--- src/rtl/pipelined_cla_adder.sv ---
// Pipelined carry-lookahead adder/subtractor: STAGES slices, each built from GROUP-bit lookahead groups.
// Optional feature macro PIPELINED_CLA_SATURATE_EN adds a per-beat 'sat' input for signed saturation.
module pipelined_cla_adder #(
    parameter int WIDTH  = 32,
    parameter int GROUP  = 4,
    parameter int STAGES = 2
) (
    input  logic             Clk,
    input  logic             Reset,
    input  logic             in_valid,
    output logic             in_ready,
    input  logic [WIDTH-1:0] a,
    input  logic [WIDTH-1:0] b,
    input  logic             sub,
    input  logic             cin,
`ifdef PIPELINED_CLA_SATURATE_EN
    input  logic             sat,
`endif
    output logic             out_valid,
    input  logic             out_ready,
    output logic [WIDTH-1:0] sum,
    output logic             cout,
    output logic             ovf,
    output logic             zero
);
    localparam int SW = WIDTH / STAGES;
    localparam int NG = SW / GROUP;

    // Sum-of-products lookahead carry into position n from (p,g) pairs 0..n-1 and carry-in c0.
    function automatic logic la_carry(input logic [SW-1:0] p, input logic [SW-1:0] g,
                                      input logic c0, input int n);
        logic c, t;
        c = c0;
        for (int m = 0; m < SW; m++) if (m < n) c = c & p[m];
        for (int i = 0; i < SW; i++) begin
            if (i < n) begin
                t = g[i];
                for (int m = 0; m < SW; m++) if (m > i && m < n) t = t & p[m];
                c = c | t;
            end
        end
        return c;
    endfunction

    // One slice: group P/G, group carries from the slice carry-in, then bit carries per group.
    function automatic logic [SW:0] cla_slice(input logic [SW-1:0] x, input logic [SW-1:0] y,
                                              input logic c0);
        logic [SW-1:0] p, g, gp, gg, s;
        logic          gc;
        p  = x ^ y;
        g  = x & y;
        gp = {SW{1'b0}};
        gg = {SW{1'b0}};
        s  = {SW{1'b0}};
        for (int j = 0; j < NG; j++) begin
            gp[j] = &p[j*GROUP +: GROUP];
            gg[j] = la_carry(SW'(p[j*GROUP +: GROUP]), SW'(g[j*GROUP +: GROUP]), 1'b0, GROUP);
        end
        for (int j = 0; j < NG; j++) begin
            gc = la_carry(gp, gg, c0, j);
            for (int i = 0; i < GROUP; i++)
                s[j*GROUP+i] = p[j*GROUP+i] ^
                    la_carry(SW'(p[j*GROUP +: GROUP]), SW'(g[j*GROUP +: GROUP]), gc, i);
        end
        return {la_carry(gp, gg, c0, NG), s};
    endfunction

    logic [STAGES-1:0] r_v;
    logic [STAGES-1:0] w_adv;
    logic [STAGES-1:0] r_c;
    logic [WIDTH-1:0]  r_a   [STAGES];
    logic [WIDTH-1:0]  r_b   [STAGES];
    logic [WIDTH-1:0]  r_sum [STAGES];
    logic              r_ovf;
    logic              r_zero;
`ifdef PIPELINED_CLA_SATURATE_EN
    logic [STAGES-1:0] r_sat;
`endif

    genvar k;
    for (k = 0; k < STAGES; k++) begin : g_stage
        logic             w_src_v;
        logic             w_src_c;
        logic [WIDTH-1:0] w_src_a;
        logic [WIDTH-1:0] w_src_b;
        logic [WIDTH-1:0] w_src_sum;
        logic [WIDTH-1:0] w_nsum;
        logic [WIDTH-1:0] w_ssum;
        logic [SW:0]      w_slice;
`ifdef PIPELINED_CLA_SATURATE_EN
        logic             w_src_sat;
`endif

        // Bubble-collapsing advance: a stage moves if any stage from here to the output is empty.
        assign w_adv[k] = out_ready | ~(&r_v[STAGES-1:k]);

        if (k == 0) begin : g_head
            assign w_src_v   = in_valid;
            assign w_src_a   = a;
            assign w_src_b   = b ^ {WIDTH{sub}};
            assign w_src_c   = cin ^ sub;
            assign w_src_sum = {WIDTH{1'b0}};
`ifdef PIPELINED_CLA_SATURATE_EN
            assign w_src_sat = sat;
`endif
        end else begin : g_body
            assign w_src_v   = r_v[k-1];
            assign w_src_a   = r_a[k-1];
            assign w_src_b   = r_b[k-1];
            assign w_src_c   = r_c[k-1];
            assign w_src_sum = r_sum[k-1];
`ifdef PIPELINED_CLA_SATURATE_EN
            assign w_src_sat = r_sat[k-1];
`endif
        end

        assign w_slice = cla_slice(w_src_a[k*SW +: SW], w_src_b[k*SW +: SW], w_src_c);

        // Merge this slice's bits into the partial sum carried from earlier slices.
        always_comb begin
            w_nsum             = w_src_sum;
            w_nsum[k*SW +: SW] = w_slice[SW-1:0];
        end

        if (k == STAGES - 1) begin : g_tail
            logic             w_ovf;
            logic [WIDTH-1:0] w_fin;

            // Signed overflow uses the post-inversion B operand.
            always_comb begin
                w_ovf = (w_src_a[WIDTH-1] == w_src_b[WIDTH-1]) &&
                        (w_nsum[WIDTH-1] != w_src_a[WIDTH-1]);
                w_fin = w_nsum;
`ifdef PIPELINED_CLA_SATURATE_EN
                if (w_src_sat && w_ovf) begin
                    w_fin = w_src_a[WIDTH-1] ? {1'b1, {(WIDTH-1){1'b0}}}
                                             : {1'b0, {(WIDTH-1){1'b1}}};
                end else begin
                    w_fin = w_nsum;
                end
`endif
            end
            assign w_ssum = w_fin;

            // Result flags register alongside the final sum.
            always_ff @(posedge Clk) begin
                if (Reset) begin
                    r_ovf  <= 1'b0;
                    r_zero <= 1'b0;
                end else if (w_adv[k] && w_src_v) begin
                    r_ovf  <= w_ovf;
                    r_zero <= ~|w_fin;
                end
            end
        end else begin : g_mid
            assign w_ssum = w_nsum;
        end

        // Stage register: takes the upstream beat when advancing, holds everything when stalled.
        always_ff @(posedge Clk) begin
            if (Reset) begin
                r_v[k]   <= 1'b0;
                r_c[k]   <= 1'b0;
                r_a[k]   <= {WIDTH{1'b0}};
                r_b[k]   <= {WIDTH{1'b0}};
                r_sum[k] <= {WIDTH{1'b0}};
`ifdef PIPELINED_CLA_SATURATE_EN
                r_sat[k] <= 1'b0;
`endif
            end else if (w_adv[k]) begin
                r_v[k] <= w_src_v;
                if (w_src_v) begin
                    r_c[k]   <= w_slice[SW];
                    r_a[k]   <= w_src_a;
                    r_b[k]   <= w_src_b;
                    r_sum[k] <= w_ssum;
`ifdef PIPELINED_CLA_SATURATE_EN
                    r_sat[k] <= w_src_sat;
`endif
                end
            end
        end
    end

    assign in_ready  = w_adv[0];
    assign out_valid = r_v[STAGES-1];
    assign sum       = r_sum[STAGES-1];
    assign cout      = r_c[STAGES-1];
    assign ovf       = r_ovf;
    assign zero      = r_zero;
endmodule

--- config.mk ---
export PLATFORM = sky130hd
export DESIGN_NAME = pipelined_cla_adder
export DESIGN_NICKNAME = d
export VERILOG_FILES = /design/src/rtl/pipelined_cla_adder.sv
export SDC_FILE = /design/constraint.sdc
export NUM_CORES = 1
export LEC_CHECK = 0
export ABC_AREA = 1
export CORE_UTILIZATION = 30
export DETAILED_ROUTE_END_ITERATION = 7
export PLACE_DENSITY = 0.53
export SYNTH_ARGS = -nofsm -noshare
export SYNTH_HDL_FRONTEND = slang
export SYNTH_SLANG_ARGS = --single-unit
--- constraint.sdc ---
create_clock -name Clk -period 3 [get_ports Clk]
set_input_delay 0.45 -clock Clk [delete_from_list [all_inputs] [get_ports Clk]]
set_output_delay 0.45 -clock Clk [all_outputs]
set_load 0.01 [all_outputs]
==> run metrics, run 1 <==
Synth-to-Final Area Change 30.4%; main combinational cell family by area after synthesis simple AND/OR/NAND/NOR gates; crit path DAT approximately 3.0 ns; RSZ-0062 raised after global routing no; worst hold path type register to register; Synth Register Bits 86; worst-margin pin slew approximately 0.59 ns; Synth Area in XOR/XNOR 0.0729; worst r2r src r_a[0][25]; largest net degree at the start of global routing 35; max-cap violations 0; Inserted Diodes 0; setup violators final 0; via count ~3,700; sw frac 0.271; vias in the first global route 3,655; fmax 367 MHz; CTS Buffer Depth 2; reg2reg end zero; Leakage between 3 and 4 nW; Synth Area in Adders 0.120; Top-Level Pins 107; initial core utilization 0.307; period utilisation layout 0.907; HPWL Detailed 8.98 mm; crit path to zero; Die X 138 um; commonest non-fill, non-tap cells in the layout clkdlybuf4s50_1, inv_1, nand2_1; Reg power frac 0.422; Yosys top cell area share 0.436; post-synth top area cell edfxtp_1; post-synthesis compound-gate area fraction 0.0295; die area 18,900 um^2; synth top area cells edfxtp_1, ha_1, nor2_4, inv_1, nand2_1; first-pass GRT wire length ~17 mm; clk_lat worst skew around 0.33 ns; CP Max Fanout 4; Fin Hold WS ~0.48 ns; fillers 1,762; DRC errors left 0; Internal 2.53 mW; Clock Skew 0.00482 ns; Tmin final roughly 2.7 ns; Mapped Cells 532; Core Rows around 50; # H-tree levels 3; post-route ant nets 0; CTS tree built; Avg Inst Size Synth ~10 um^2; Setup TNS Final 0 ns; Initial DRC Count 156; Setup CP Type register to register; Fin. Hold Viols 0; # hold bufs at CTS 0; Logic pwr share 0.242; Synth Cell Area about 5500 um^2; Slew Limit Fails 0; switching power about 0.94 mW; DRT Pass-1 Iters 4; simple-gate share of the synthesized area 0.234; initial antenna violation count 0; IO Port Bufs 106; pwr dens a little under 500 nW/um^2; nets slightly below 800; Synth warnings 0; Clk Tree Root Cell clkbuf_16; Peak supply drop around 0.00029 V; Relative slew margins 0.604; Clk pwr share 0.336; Reg2Reg Depth 15; critical path capture point type register; Num CTS Buffers 9; CP startpoint r_a[0][25]; GRT Overall Usage 0.121; most common cell after layout, fill and taps aside clkdlybuf4s50_1; number of setup buffers added after CTS 0; Req. time, crit path approximately 3.3 ns; Routed wire per std cell ~12 um; status finished clean; DR vias/cell roughly 4.2; Synth Net Count between 600 and 700; clk sinks 86; GRT overflow 0; Clock transition at path regs around 0.060 ns; flop2flop setup slack roughly 0.28 ns; total core area approximately 18,000 um^2; Die Y ~140 um; layout cells sized above 1 0.157; drt total wl 10.8 mm; post_cts resized 0; register area share after synthesis 0.458; element type at the critical path start register; multiplexer share of the synthesized area 0; RePlAce Congestion a little over 0.8; Netlist cell types 34
==> cell usage after synthesis <==
cell type and n:
nand3_2 3, nand2_1 83, o21bai_1 1, xnor2_1 23, edfxtp_1 80, nor2_8 1, nor3_2 2, xor2_1 21
buf_4 4, nor2_4 41, nor2_1 48, nand4_2 2, nand4_1 4, or2_2 1, a21oi_2 2, inv_2 4
a21oi_1 16, buf_12 4, a21o_1 1, nand3b_1 1, o21ai_0 10, nand2_2 8, buf_6 1, nand3_1 17
ha_1 40, nor3_1 5, nor2_2 4, dfxtp_1 6, xnor2_2 1, fa_1 8, or2_0 3, inv_1 84
buf_2 2, inv_8 1
==> sequential cells by signal (all words and copies together) (netlist names) <==
name,flops
r_sum,48
r_a,16
r_b,16
cout,1
g_stage.w_src_c,1
g_stage.w_src_v,1
out_valid,1
ovf,1
zero,1
==> logic make-up after synthesis <==
logic type | Yosys count
and+or+nand+nor | 223
adders and majority gates | 48
AOI/OAI and AO/OA | 30
DFF | 86
buffers and inverters | 100
xor gates and xnor gates | 45
==> metal layers <==
| layer | track usage | wire length (um) |
|---|---|---|
| met5 | 0 | 0 |
| met4 | 0.0385 | 79 |
| met1 | 0.166 | 5290 |
| met2 | 0.191 | 4970 |
| met3 | 0.0206 | 455 |
==> cell type report <==
class / count / area (um^2) / area share
flip-flops and latches: 86 / 2520 / 0.351
clock inverters: 7 / 88.8 / 0.0124
multi-input cells: 346 / 2520 / 0.350
clock buffers: 9 / 225 / 0.0313
repair buffers: 121 / 1210 / 0.168
inverters: 89 / 342 / 0.0475
well taps: 229 / 287 / 0.0399
==> power by group through the flow <==
stage | Clock [mW] | Combinational (mW) | Sequential [mW]
floorplan | 0 | 0.526 | 1.49
global placement | 0 | 0.837 | 1.49
detailed placement | 0 | 0.848 | 1.49
CTS | 1.20 | 0.852 | 1.46
global route | 1.24 | 0.940 | 1.47
finish | 1.17 | 0.839 | 1.46
==> how the worst min path moves through the flow <==
stage / from / end / depth (start not counted)
finish: zero / zero / 2
global route: zero / zero / 2
CTS: zero / zero / 2
detailed placement: zero / zero / 2
global placement: g_stage[1].w_src_v / out_valid / 2
floorplan: g_stage[1].w_src_v / out_valid / 2
==> metrics by stage <==
step	setup WS (ns)	total power [mW]	std cells	cell area, um^2	utilization
6_report	0.278	3.47	887	7190	0.400
5_1_grt	0.0233	3.65	887	7190	0.400
4_1_cts	0.215	3.51	887	7190	0.400
3_5_place_dp	0.0000111	2.34	871	6880	0.383
3_3_place_gp	0.0458	2.32	871	6880	0.383
2_1_floorplan	0.208	2.02	532	5510	-
==> worst max-delay path: stages (launching register included) <==
cell and delay [ns]:
edfxtp_1 0.37, ha_1 0.37, nand2_1 0.13, nand2_1 0.06, nand2_1 0.05, nand2_1 0.05, nor2_1 0.13, nand4_2 0.16
fa_1 0.40, xnor2_1 0.34, nand3_1 0.11, nor2_1 0.18, nand3_1 0.10, nor2_1 0.11, nand2_1 0.07, nand2_1 0.05
(Power assumes the default switching activity.)
==> inputs of run 2 (changes only) <==
--- a/config.mk
+++ b/config.mk
@@ -9,2 +9,3 @@
 export CORE_UTILIZATION = 30
+export CTS_CLUSTER_SIZE = 16
 export DETAILED_ROUTE_END_ITERATION = 7
@@ -14 +15,2 @@
 export SYNTH_SLANG_ARGS = --single-unit
+export TNS_END_PERCENT = 20
--- a/constraint.sdc
+++ b/constraint.sdc
@@ -3,2 +3,2 @@
 set_output_delay 0.45 -clock Clk [all_outputs]
-set_load 0.01 [all_outputs]
+set_load 0.02 [all_outputs]
==> results of run 2 <==
The final DEF is identical to that of run 1. Status: finished clean.
Main changes from that run: total power 3.47 mW -> 3.49 mW
==> inputs of run 3 (changes only) <==
- SLEW_MARGIN: not set -> 30
==> results of run 3 <==
The final DEF is identical to that of run 1. Status: finished clean.
Main changes from that run: total power 3.47 mW -> 3.49 mW
